[config.mk]
export PLATFORM = sky130hd
export DESIGN_NAME = tag_ram_nway_init
export DESIGN_NICKNAME = d
export VERILOG_FILES = /design/src/rtl/tag_ram_pkg.sv /design/src/rtl/tag_way_bank.sv /design/src/rtl/tag_ram_nway_init.sv
export SDC_FILE = /design/constraint.sdc
export NUM_CORES = 1
export LEC_CHECK = 0
export ABC_AREA = 0
export BUFFER_PORTS_ARGS = -buffer_cell sky130_fd_sc_hd__buf_2
export CORE_ASPECT_RATIO = 1.5
export CORE_MARGIN = 10
export CORE_UTILIZATION = 38
export CTS_BUF_LIST = sky130_fd_sc_hd__clkbuf_4 sky130_fd_sc_hd__clkbuf_8
export CTS_CLUSTER_DIAMETER = 120
export CTS_CLUSTER_SIZE = 10
export DETAILED_ROUTE_END_ITERATION = 6
export PLACE_DENSITY_LB_ADDON = 0.25
export SYNTH_ARGS = -nofsm -noshare
export SYNTH_HDL_FRONTEND = slang
export SYNTH_HIERARCHICAL = 1
export SYNTH_SLANG_ARGS = --single-unit
export TNS_END_PERCENT = 10
[constraint.sdc]
create_clock -name clock -period 2.3 [get_ports clock]
set_input_delay 0.115 -clock clock [delete_from_list [all_inputs] [get_ports clock]]
set_output_delay 0.115 -clock clock [all_outputs]
set_load 0.02 [all_outputs]
[src/rtl/tag_ram_pkg.sv]
// Shared types and constants for the N-way MSI tag/state array.
package tag_ram_pkg;

  localparam int unsigned TWIDTH_DEF = 9;
  localparam int unsigned SWIDTH_DEF = 2;

  localparam logic [1:0] ST_I = 2'b00;
  localparam logic [1:0] ST_S = 2'b01;
  localparam logic [1:0] ST_M = 2'b10;

  typedef struct packed {
    logic [SWIDTH_DEF-1:0] state;
    logic [TWIDTH_DEF-1:0] tag;
  } entry_t;

  typedef enum logic {INIT, RUN} fsm_e;

  function automatic int unsigned way_width(input int unsigned ways);
    return (ways > 1) ? $clog2(ways) : 1;
  endfunction

endpackage

[src/rtl/tag_way_bank.sv]
// One way of the tag array: DEPTH x EWIDTH storage, one write port, asynchronous read.
module tag_way_bank #(
  parameter int unsigned AWIDTH = 3,
  parameter int unsigned EWIDTH = 11
) (
  input  logic              clk_i,
  input  logic              we_i,
  input  logic [AWIDTH-1:0] waddr_i,
  input  logic [EWIDTH-1:0] wdata_i,
  input  logic [AWIDTH-1:0] raddr_i,
  output logic [EWIDTH-1:0] rdata_o
);

  localparam int unsigned DEPTH = 1 << AWIDTH;

  logic [EWIDTH-1:0] mem_q [DEPTH];

  always_ff @(posedge clk_i) begin
    if (we_i) begin
      mem_q[waddr_i] <= wdata_i;
    end
  end

  assign rdata_o = mem_q[raddr_i];

endmodule

[src/rtl/tag_ram_nway_init.sv]
// N-way MSI tag/state array with post-reset clearing sweep and one-cycle lookup.
// Define TAG_RAM_WR_BYPASS_EN to forward a same-set write into a concurrent lookup.
module tag_ram_nway_init
  import tag_ram_pkg::*;
#(
  parameter  int unsigned AWIDTH = 3,
  parameter  int unsigned TWIDTH = TWIDTH_DEF,
  parameter  int unsigned SWIDTH = SWIDTH_DEF,
  parameter  int unsigned WAYS   = 2,
  localparam int unsigned EWIDTH = SWIDTH + TWIDTH,
  localparam int unsigned WWIDTH = way_width(WAYS)
) (
  input  logic                   clock,
  input  logic                   reset,
  output logic                   ready,
  input  logic                   lk_valid,
  input  logic [AWIDTH-1:0]      lk_addr,
  input  logic [TWIDTH-1:0]      lk_tag,
  input  logic                   wr_en,
  input  logic [AWIDTH-1:0]      wr_addr,
  input  logic [WWIDTH-1:0]      wr_way,
  input  logic [EWIDTH-1:0]      wr_data,
  output logic                   rs_valid,
  output logic                   rs_hit,
  output logic [WWIDTH-1:0]      rs_way,
  output logic [SWIDTH-1:0]      rs_state,
  output logic [WAYS*EWIDTH-1:0] rs_entries
);

  localparam int unsigned DEPTH  = 1 << AWIDTH;
  localparam int unsigned CWIDTH = AWIDTH + 1;

  fsm_e              state_q, state_d;
  logic [CWIDTH-1:0] cnt_q, cnt_d;
  logic              rs_valid_q, rs_valid_d;
  logic [TWIDTH-1:0] tag_q, tag_d;
  logic [EWIDTH-1:0] ent_q [WAYS];
  logic [EWIDTH-1:0] ent_d [WAYS];
  logic [EWIDTH-1:0] rd_ent [WAYS];

  logic [WAYS-1:0]   bank_we;
  logic [AWIDTH-1:0] bank_waddr;
  logic [EWIDTH-1:0] bank_wdata;
  logic              accept;

  always_ff @(posedge clock) begin
    if (reset) begin
      state_q    <= INIT;
      cnt_q      <= '0;
      rs_valid_q <= 1'b0;
      tag_q      <= '0;
      for (int w = 0; w < WAYS; w++) begin
        ent_q[w] <= '0;
      end
    end else begin
      state_q    <= state_d;
      cnt_q      <= cnt_d;
      rs_valid_q <= rs_valid_d;
      tag_q      <= tag_d;
      for (int w = 0; w < WAYS; w++) begin
        ent_q[w] <= ent_d[w];
      end
    end
  end

  always_comb begin
    state_d = state_q;
    cnt_d   = cnt_q;
    case (state_q)
      INIT: begin
        cnt_d = cnt_q + CWIDTH'(1);
        if (cnt_q == CWIDTH'(DEPTH - 1)) begin
          state_d = RUN;
        end
      end
      RUN:     state_d = RUN;
      default: state_d = INIT;
    endcase
  end

  // The sweep owns every bank's write port until the FSM reaches RUN.
  always_comb begin
    ready      = (state_q == RUN);
    accept     = ready & lk_valid;
    bank_we    = '0;
    bank_waddr = wr_addr;
    bank_wdata = wr_data;
    if (state_q == INIT) begin
      bank_we    = {WAYS{1'b1}};
      bank_waddr = cnt_q[AWIDTH-1:0];
      bank_wdata = '0;
    end else if (wr_en) begin
      for (int w = 0; w < WAYS; w++) begin
        bank_we[w] = (wr_way == WWIDTH'(w));
      end
    end
  end

  for (genvar g = 0; g < WAYS; g++) begin : gen_way
    tag_way_bank #(
      .AWIDTH (AWIDTH),
      .EWIDTH (EWIDTH)
    ) u_bank (
      .clk_i   (clock),
      .we_i    (bank_we[g]),
      .waddr_i (bank_waddr),
      .wdata_i (bank_wdata),
      .raddr_i (lk_addr),
      .rdata_o (rd_ent[g])
    );
  end

  // The set is captured at accept time, so a same-edge write is naturally read-old.
  always_comb begin
    rs_valid_d = accept;
    tag_d      = accept ? lk_tag : tag_q;
    for (int w = 0; w < WAYS; w++) begin
      ent_d[w] = ent_q[w];
      if (accept) begin
        ent_d[w] = rd_ent[w];
`ifdef TAG_RAM_WR_BYPASS_EN
        if (bank_we[w] && (bank_waddr == lk_addr)) begin
          ent_d[w] = bank_wdata;
        end
`endif
      end
    end
  end

  // Descending scan so the lowest hitting way is the one left standing.
  always_comb begin
    rs_valid = rs_valid_q;
    rs_hit   = 1'b0;
    rs_way   = '0;
    rs_state = SWIDTH'(ST_I);
    for (int w = WAYS - 1; w >= 0; w--) begin
      if ((ent_q[w][EWIDTH-1 -: SWIDTH] != SWIDTH'(ST_I)) &&
          (ent_q[w][TWIDTH-1:0] == tag_q)) begin
        rs_hit   = 1'b1;
        rs_way   = WWIDTH'(w);
        rs_state = ent_q[w][EWIDTH-1 -: SWIDTH];
      end
    end
    for (int w = 0; w < WAYS; w++) begin
      rs_entries[w*EWIDTH +: EWIDTH] = ent_q[w];
    end
  end

endmodule

==> results of run 1 <==
## how the worst min path moves through the flow
stage / start / endpoint / slack, ns / cells past startpoint
final: reset / cnt_q[1] / 0.16 / 2
after global routing: reset / cnt_q[2] / 0.16 / 2
after CTS: reset / rs_valid / 0.12 / 2
after detailed placement: lk_tag[6] / tag_q[6] / 0.36 / 3
after global placement: lk_tag[6] / tag_q[6] / 0.36 / 3
after floorplan: lk_tag[0] / tag_q[0] / 0.25 / 2
## layer usage
metal  up-vias  routed length [um]  global-route usage (%)
li1       2109                   -                       -
met1      2331                7090                    14.0
met2       141                9600                    22.5
met3        26                1110                    2.35
met4         0                 430                    4.49
met5         -                   0                       0
## cells in the final DEF, fill, tap and decap left out, types with 3 or more instances in the layout
cell / Yosys / final
edfxtp_1: 176 / 176
nand2_1: 72 / 72
buf_2: 0 / 58
mux4_1: 44 / 44
dfxtp_1: 37 / 33
a21oi_1: 31 / 31
mux2_2: 27 / 27
clkbuf_8: 0 / 25
buf_4: 0 / 25
nor2_1: 19 / 19
clkbuf_4: 0 / 19
and2_1: 12 / 12
xnor2_1: 12 / 12
xor2_1: 9 / 9
dlygate4sd3_1: 0 / 9
nand2b_1: 6 / 6
dfxtp_2: 0 / 4
nor3_1: 4 / 3
## final cells by class
cell class	count	area, um2	area share (%)
Multi-Input combinational cell	253	2430	24.5
Clock buffer	44	487	4.91
Inverter	2	7.51	0.0757
Clock inverter	1	8.76	0.0884
Timing Repair Buffer	94	608	6.13
Tap cell	276	345	3.48
Sequential cell	213	6030	60.8
## worst max-delay path, cell delays in order, from the launching register on
cell       delay [ns]
dfxtp_2          0.36
xor2_1           0.18
nor4_2           0.33
o2111ai_2        0.22
mux2_2           0.31
buf_2            0.16
## flip-flops by register name, summed over array words and instances (netlist names)
register and flops:
ent_q 22, rs_valid 1, ready 1, gen_way.u_bank/mem_q 176, tag_q 9, cnt_q 4
## repair_timing
| action | in CTS | in global routing |
|---|---|---|
| hold buffers | 9 | 0 |
| gates resized for setup | 4 | 4 |
| setup buffers | 0 | 1 |
| pin swaps | 0 | 2 |
| hold endpoints to repair | 9 | 0 |
| endpoints found under the setup margin | 3 | 4 |
## metrics by stage
step | power (W) | cells | TNS (ns) | worst slack [ns] | area [um2]
CTS | 0.00754 | 882 | 0 | 0.0181 | 9890
floorplan | 0.00476 | 491 | -7.67 | -0.282 | 8550
finish | 0.00745 | 883 | 0 | 0.121 | 9910
global placement | 0.00494 | 828 | 0 | 0.346 | 9290
detailed placement | 0.00496 | 828 | 0 | 0.209 | 9290
global route | 0.00774 | 883 | 0 | 0.0108 | 9910
## power groups by stage
stage | Combinational [W] | Sequential (W) | Clock (W)
5_1_grt | 0.000558 | 0.00437 | 0.00281
6_report | 0.000518 | 0.00436 | 0.00257
3_5_place_dp | 0.000510 | 0.00445 | 0
2_1_floorplan | 0.000323 | 0.00443 | 0
3_3_place_gp | 0.000504 | 0.00443 | 0
4_1_cts | 0.000525 | 0.00436 | 0.00265
## logic make-up (layout without fill, tap and decap cells)
| family | after synthesis | count (layout) | synth area share (%) |
|---|---|---|---|
| xor gates and xnor gates | 21 | 21 | 2.15 |
| and+or+nand+nor | 124 | 124 | 6.40 |
| adders and majority gates | 1 | 1 | 0.146 |
| DFF | 213 | 213 | 70.5 |
| AOI/OAI and AO/OA | 35 | 35 | 2.14 |
| muxes | 72 | 72 | 17.2 |
| buffers and inverters | 25 | 141 | 1.45 |
==> flow_summary.json, run 1 <==
{
  "drtAntennaViolNets": 0,
  "arrival_ns": 2.06,
  "synth.top_cell.area_share_pct": 61.8,
  "p_int_w": 0.00589,
  "grt_max_degree": 45,
  "hold_class": "in2reg",
  "run_status": "completed",
  "yosysMostFrequentCell": "edfxtp_1",
  "critPathCaptureType": "output pin",
  "ir_drop_v": 0.000326,
  "tightest_slew_ns": 1.03,
  "combPwrFrac_pct": 7.0,
  "grt_pass1_vias": 5027,
  "crit_end": "rs_state[0]",
  "power.switching_w": 0.00155,
  "startpoint_type": "register",
  "fin_crit_ns": 2.18,
  "leakage_nw": 3.56,
  "avgSynthCellArea_um2": 17.4,
  "cts_sinks": 213,
  "setup_viol": 0,
  "post-synth-top-area-cell": "edfxtp_1",
  "drv_slew": 0,
  "synthFlopType": "edfxtp_1",
  "core-area_um2": 22200,
  "synth_common_cells": "edfxtp_1, nand2_1, mux4_1",
  "antenna_found_initial": 0,
  "start_util_pct": 38.5,
  "h-tree-depth": 1,
  "drt_iter0_drc": 304,
  "netlist_area_um2": 8550,
  "r2r_slack_ns": 0.20,
  "numCtsBuffers": 25,
  "cap_violations": 0,
  "dieArea_um2": 29000,
  "r2r_end": "gen_way[0].u_bank/mem_q[7][1]",
  "fin_nets": 621,
  "io_pins": 59,
  "async_reset_ff_share_pct": 0,
  "cp_max_fo": 4,
  "place_congestion": 0.846,
  "drive_above_1_share_pct": 27.3,
  "gr-usage-all-layers_pct": 12.4,
  "rr_startpoint": "ready",
  "avgViaCountPerCell": 5.22,
  "drc": 0,
  "yosys-top-cells-area": "edfxtp_1, mux4_1, dfxtp_1",
  "cts_tree": "yes",
  "ys_types": 29,
  "finalWirelength_mm": 18.2,
  "clock_power_share_pct": 34.5,
  "skew_ns": 0.0103,
  "p_seq_share_pct": 58.6,
  "cts_root_buf": "clkbuf_8",
  "cts_buffer_depth": 3,
  "syn_nets": 523,
  "fmax_mhz": 459,
  "worstSetupPathType": "reg2out",
  "synth-seq-cells": 213,
  "grt_pass1_wl_mm": 28.0,
  "yosys_warnings": 6,
  "num_rows": 67,
  "yosysSeqAreaShare_pct": 70.5,
  "drt-pass1-iter-count": 4,
  "clock_latency_ns": 0.51,
  "area_delta_synth_final_pct": 16.0,
  "crit_required_ns": 2.18,
  "rsz0062_at_grt": "no",
  "p_per_area_nw_per_um2": 751,
  "min_period_over_period_pct": 94.7,
  "netlist_instances": 491,
  "finalHoldViolations": 0,
  "clk_pin_slew_ns": 0.07,
  "antenna_cells": 0,
  "routedWlPerCell_um": 20.6,
  "crit_start": "tag_q[4]",
  "gr-total-overflow": 0,
  "hold_ws_ns": 0.156,
  "die-width_um": 142,
  "swShare_pct": 20.9,
  "fp.dieH_um": 204,
  "synth_edf_count": 176,
  "ff2ff_path_depth": 4,
  "maxSlewHeadroom_pct": 31.3,
  "dp_hpwl_mm": 12.0,
  "num_vias": 4607,
  "final_core_util_pct": 44.6,
  "port_buffers": 58,
  "fillers": 1915
}
Power figures use the tool's default switching activity.
==> inputs of run 2 (changes only) <==
--- a/config.mk
+++ b/config.mk
@@ -9,14 +9,13 @@
 export BUFFER_PORTS_ARGS = -buffer_cell sky130_fd_sc_hd__buf_2
 export CORE_ASPECT_RATIO = 1.5
 export CORE_MARGIN = 10
-export CORE_UTILIZATION = 38
+export CORE_UTILIZATION = 40
 export CTS_BUF_LIST = sky130_fd_sc_hd__clkbuf_4 sky130_fd_sc_hd__clkbuf_8
 export CTS_CLUSTER_DIAMETER = 120
 export CTS_CLUSTER_SIZE = 10
 export DETAILED_ROUTE_END_ITERATION = 6
-export PLACE_DENSITY_LB_ADDON = 0.25
+export PLACE_DENSITY = 0.7
 export SYNTH_ARGS = -nofsm -noshare
 export SYNTH_HDL_FRONTEND = slang
-export SYNTH_HIERARCHICAL = 1
 export SYNTH_SLANG_ARGS = --single-unit
 export TNS_END_PERCENT = 10
==> run 2 against run 1 <==
Compared with the run above: highest routed layer unchanged; design area shrank 2.7%; largest power group unchanged; area after synthesis down 1.4%; die area fell by 5.6%; sequential share of layout area increased by 1.6 points; clock-buffer cell count unchanged; largest cell class unchanged; final cell count decreased by 3.5%; clock power barely moved.
==> flow_summary.json, run 2 <==
{
  "rr_startpoint": "ready",
  "crit_start": "tag_q[7]",
  "fillers": 1785,
  "tightest_slew_ns": 0.969,
  "cts_sinks": 213,
  "path_delay_family": "flip-flops",
  "grt_max_degree": 45,
  "dp_cells": 798,
  "largest_reg_flops": 176,
  "avgSynthCellArea_um2": 17.8,
  "num_rows": 65,
  "top_regs": "gen_way.u_bank.mem_q (176), ent_q (22), tag_q (9)",
  "gr-total-overflow": 0,
  "synthFlopType": "edfxtp_1",
  "multi_input_area_um2": 2190,
  "drt_iter0_drc": 291,
  "worstSetupPathType": "reg2out",
  "final_core_util_pct": 46.2,
  "synth-simple-area-share_pct": 4.99,
  "muxShareOfSynthArea_pct": 14.9,
  "cp_num_buf_inv": 1,
  "dp_hpwl_mm": 11.9,
  "synth_edf_count": 176,
  "yosys_warnings": 0,
  "arrival_ns": 2.05,
  "post-synth-top-area-cell": "edfxtp_1",
  "drt-pass1-iter-count": 5,
  "tns_ns": 0,
  "port_buffers": 58,
  "h-tree-depth": 1,
  "synthAdderAreaFrac_pct": 0.148,
  "drc": 0,
  "fin_nets": 598,
  "synth_common_cells": "edfxtp_1, nor2_1, mux4_2",
  "whs_path_depth": 3,
  "seq_area_um2": 6030,
  "fin_crit_ns": 2.16,
  "io_pins": 59,
  "async_reset_ff_share_pct": 0,
  "antenna_found_initial": 0,
  "gr-usage-all-layers_pct": 12.7,
  "synth_top_family_by_area": "multiplexers",
  "r2r_end": "gen_way[0].u_bank.mem_q[7][4]",
  "r2r_slack_ns": 0.29,
  "synth_xor_area_share_pct": 2.18,
  "yosysSeqAreaShare_pct": 71.5,
  "ff2ff_path_depth": 2,
  "syn_nets": 506,
  "skew_ns": 0.0267,
  "synth.top_cell.area_share_pct": 62.7,
  "ys_types": 32,
  "critPathCaptureType": "output pin",
  "dieArea_um2": 27400,
  "ir_drop_v": 0.000334,
  "cts_root_buf": "clkbuf_8",
  "crit_chain": "xor2_1 > nor4_2 > o2111ai_2 > mux2i_1 > buf_2",
  "yosys-top-cells-area": "edfxtp_1, mux4_2, dfxtp_1",
  "die-width_um": 139,
  "hp-start": "lk_valid",
  "drive_above_1_share_pct": 29.1,
  "maxSlewHeadroom_pct": 35.2,
  "cp_max_fo": 4,
  "place_congestion": 0.896,
  "fp.dieH_um": 198,
  "clock_latency_ns": 0.52,
  "final_cells": 852,
  "cpMaxStageDelayCell": "dfxtp_1",
  "routedWlPerCell_um": 20.8,
  "grt_pass1_wl_mm": 27.6,
  "final_common_cell": "edfxtp_1",
  "setup_viol": 0,
  "num_vias": 4482,
  "fmax_mhz": 463,
  "cts_buffer_depth": 3,
  "finalWirelength_mm": 17.7,
  "slowest_delay_ns": 0.38,
  "finalHoldViolations": 0,
  "antenna_cells": 0,
  "startpoint_type": "register",
  "drv_slew": 0,
  "cts_tree": "yes",
  "synth_compound_area_share_pct": 3.46,
  "run_status": "completed",
  "leakage_nw": 3.45,
  "area_delta_synth_final_pct": 14.5,
  "start_util_pct": 40.3,
  "drtAntennaViolNets": 0,
  "rsz0062_at_grt": "no",
  "core-area_um2": 20900,
  "final_cell_mix": "edfxtp_1, buf_2, nor2_1",
  "clk_pin_slew_ns": 0.07,
  "grt_pass1_vias": 4836,
  "cap_violations": 0,
  "netlist_area_um2": 8430,
  "netlist_instances": 474,
  "min_to": "rs_valid",
  "synth-seq-cells": 213,
  "avgViaCountPerCell": 5.26,
  "crit_required_ns": 2.18,
  "numCtsBuffers": 25,
  "top_register": "gen_way.u_bank.mem_q",
  "p_per_area_nw_per_um2": 772,
  "hold_class": "in2reg",
  "min_period_over_period_pct": 93.9,
  "yosysMostFrequentCell": "edfxtp_1"
}
## run 2: cell types whose count changed after synthesis, moves of 22 or more
cell | previous run | this run
mux4_2 | 0 | 40
nand2_1 | 72 | 23
mux2_2 | 27 | 0
a211oi_1 | 0 | 22
mux4_1 | 44 | 4
nor2_1 | 19 | 50
mux2i_1 | 1 | 25
## run 2: per-stage QoR
step / hold WS, ns / area, um2 / worst slack (ns) / power [W]
after floorplan: 0.251 / 8430 / 0.326 / 0.00478
after global placement: 0.366 / 9040 / 0.390 / 0.00494
after detailed placement: 0.374 / 9040 / 0.276 / 0.00497
after CTS: 0.0481 / 9630 / 0.0666 / 0.00753
after global routing: 0.102 / 9650 / 0.00797 / 0.00775
final: 0.0832 / 9650 / 0.140 / 0.00745
## run 2: report_power, final
| group | internal (W) | switching (W) |
|---|---|---|
| clock network | 0.00133 | 0.00124 |
| registers | 0.00432 | 0.0000457 |
| logic | 0.000230 | 0.000288 |
| total | 0.00588 | 0.00158 |
## run 2: worst min-delay path: stages
cell and delay (ns):
buf_2 0.09, nand2_1 0.21, nor2_1 0.14
## run 2: area by class of cell
type	instances	share of cell area, %
sequential	213	62.4
multi-input combinational	229	22.7
timing repair buffer	91	6.07
clock buffer	44	5.04
tap	268	3.47
inverter	6	0.233
clock inverter	1	0.0908
## run 2: kinds of logic (layout without fill, tap and decap cells)
kind of cell,after synthesis,in the layout
XOR/XNOR,21,21
multiplexers,69,69
buffers and inverters,32,142
adder cells (fa/ha/maj),1,1
AND/OR/NAND/NOR,96,96
flip-flops,213,213
AO/OA/AOI/OAI,42,42
## run 2: routing by layer
layer | GRT usage (%) | vias to the layer above | routed length (um)
met2 | 21.5 | 166 | 8810
met5 | 0 | - | 0
met1 | 15.2 | 2258 | 7100
met3 | 3.38 | 25 | 1410
met4 | 4.97 | 0 | 389
li1 | - | 2033 | -
## run 2: what timing repair did
action / 4_1_cts / 5_1_grt
endpoints found under the setup margin: 0 / 3
hold buffers: 9 / 0
resized for setup: 0 / 3
endpoints found under the hold margin: 9 / 0
buffers inserted: 0 / 0
## run 2: how the worst max path moves through the flow
stage	to	cells after the start
6_report	rs_state[0]	5
5_1_grt	rs_state[0]	5
4_1_cts	rs_state[0]	5
3_5_place_dp	gen_way[0].u_bank.mem_q[4][4]	2
3_3_place_gp	gen_way[0].u_bank.mem_q[4][4]	2
2_1_floorplan	gen_way[0].u_bank.mem_q[4][0]	4
==> inputs of run 3 (changes only) <==
--- a/config.mk
+++ b/config.mk
@@ -14,7 +14,7 @@
 export CTS_CLUSTER_DIAMETER = 120
 export CTS_CLUSTER_SIZE = 10
 export DETAILED_ROUTE_END_ITERATION = 6
-export PLACE_DENSITY = 0.7
+export PLACE_DENSITY = 0.66
 export SYNTH_ARGS = -nofsm -noshare
 export SYNTH_HDL_FRONTEND = slang
 export SYNTH_SLANG_ARGS = --single-unit
==> run 3 against run 2 <==
Compared with the run above: sequential share of layout area is essentially flat; hold slack worse by 0.020 ns; first-iteration DRC count shrank 15%; clock skew down 0.012 ns; utilization hardly changed; worst setup slack improved by 0.027 ns; routed wire length is 0.20% higher; clock-buffer cell count is the same; design area is essentially flat; sequential cell count did not move; die area is the same; final cell count rose by 0.12%; critical endpoint unchanged; largest power group unchanged.
==> flow_summary.json, run 3 (synthesized netlist as in run 2, its figures left out) <==
{
  "h-tree-depth": 1,
  "fp.dieH_um": 198,
  "start_util_pct": 40.3,
  "rsz0062_at_grt": "yes",
  "grt_max_degree": 54,
  "hp-start": "lk_valid",
  "drc": 0,
  "hold_class": "in2reg",
  "dp_hpwl_mm": 11.7,
  "drv_slew": 0,
  "route.met3.wl_mm": 1.12,
  "run_status": "completed",
  "stdcell_area_um2": 9660,
  "crit_required_ns": 2.18,
  "routed-wl-met2_mm": 8.83,
  "tightest_slew_ns": 1.08,
  "top_register": "gen_way.u_bank.mem_q",
  "num_rows": 65,
  "clock_latency_ns": 0.52,
  "routedWlPerCell_um": 20.8,
  "skew_ns": 0.0151,
  "cts_root_buf": "clkbuf_8",
  "drive_above_1_share_pct": 29.1,
  "cts_sinks": 213,
  "ff2ff_path_depth": 3,
  "dpl_cell_area_um2": 9060,
  "critPathCaptureType": "output pin",
  "finalHoldViolations": 0,
  "dieArea_um2": 27400,
  "final_common_cell": "edfxtp_1",
  "io_pins": 59,
  "cap_violations": 0,
  "rr_startpoint": "ready",
  "place_congestion": 0.893,
  "dp_cells": 798,
  "area_delta_synth_final_pct": 14.5,
  "drt-pass1-iter-count": 4,
  "drtAntennaViolNets": 0,
  "arrival_ns": 2.02,
  "min_to": "rs_valid",
  "fin_nets": 599,
  "min_period_over_period_pct": 92.8,
  "top_regs": "gen_way.u_bank.mem_q (176), ent_q (22), tag_q (9)",
  "final_cell_mix": "edfxtp_1, buf_2, nor2_1",
  "num_vias": 4463,
  "grt_pass1_wl_mm": 27.6,
  "die-width_um": 139,
  "p_per_area_nw_per_um2": 772,
  "gr-usage-all-layers_pct": 12.8,
  "total_power_w": 0.00745,
  "cts_tree": "yes",
  "cp_max_fo": 4,
  "drt_iter0_drc": 248,
  "avgViaCountPerCell": 5.23,
  "antenna_found_initial": 2,
  "r2r_end": "gen_way[0].u_bank.mem_q[6][6]",
  "top_layer": "met5",
  "whs_path_depth": 3,
  "cts_buffer_depth": 3,
  "final_cells": 853,
  "ir_drop_v": 0.000270,
  "leakage_nw": 3.45,
  "setup_viol": 0,
  "core-area_um2": 20900,
  "grt_pass1_vias": 4857,
  "gr-total-overflow": 0,
  "fin_crit_ns": 2.13,
  "wl_met1_mm": 7.44,
  "numCtsBuffers": 25,
  "port_buffers": 58,
  "antenna_cells": 0,
  "largest_reg_flops": 176,
  "fmax_mhz": 469,
  "r2r_slack_ns": 0.28,
  "finalWirelength_mm": 17.7,
  "clk_pin_slew_ns": 0.07,
  "worstSetupPathType": "reg2out",
  "startpoint_type": "register",
  "maxSlewHeadroom_pct": 27.6,
  "tns_ns": 0
}
[run 3: cell count changes in the layout (fill, tap and decap cells not counted), sizes merged]
cell	delta
buf	+1
[run 3: layout make-up]
type                    count  area (um2)
fillers                  1742       11200
flip-flops and latches    213        6030
repair buffers             92         606
well taps                 268         335
multi-input cells         229        2170
clock buffers              44         487
inverters                   6        22.5
clock inverters             1        8.76
[run 3: worst max-delay path by stage]
stage	startpoint	to	slack [ns]	depth (start not counted)
2_1_floorplan	ready	gen_way[0].u_bank.mem_q[4][0]	0.33	4
4_1_cts	tag_q[2]	rs_way	0.08	5
3_5_place_dp	cnt_q[2]	gen_way[0].u_bank.mem_q[6][9]	0.27	3
3_3_place_gp	cnt_q[2]	gen_way[0].u_bank.mem_q[6][10]	0.34	3
6_report	tag_q[7]	rs_state[0]	0.17	5
5_1_grt	tag_q[8]	rs_state[0]	-0.004	5
[run 3: metal layers]
| metal | up-vias | GRT usage (%) |
|---|---|---|
| li1 | 2031 | - |
| met1 | 2266 | 15.7 |
| met2 | 134 | 21.9 |
| met3 | 30 | 2.64 |
| met4 | 2 | 4.46 |
| met5 | - | 0 |
[run 3: power breakdown]
part	switching, W	internal, W
sequential	0.0000457	0.00432
combinational	0.000290	0.000234
clock	0.00124	0.00132
total	0.00157	0.00588
[run 3: timing repair]
| item | in CTS | in global routing |
|---|---|---|
| setup endpoints to repair | 0 | 3 |
| gates resized for setup | 0 | 1 |
| hold endpoints to repair | 9 | 0 |
| setup buffers | 0 | 1 |
| hold buffers | 9 | 0 |
[run 3: per-stage QoR]
stage	utilization, %	hold WS, ns	setup slack (ns)
2_1_floorplan	-	0.251	0.326
3_3_place_gp	43.3	0.364	0.336
3_5_place_dp	43.3	0.368	0.274
4_1_cts	46.1	0.0333	0.0799
5_1_grt	46.2	0.0955	-0.00402
6_report	46.2	0.0630	0.167
[run 3: critical path: stages, from the launching register on]
cell,delay [ns]
dfxtp_1,0.37
xor2_1,0.18
nor4_1,0.35
o2111ai_2,0.23
mux2i_1,0.18
buf_2,0.18
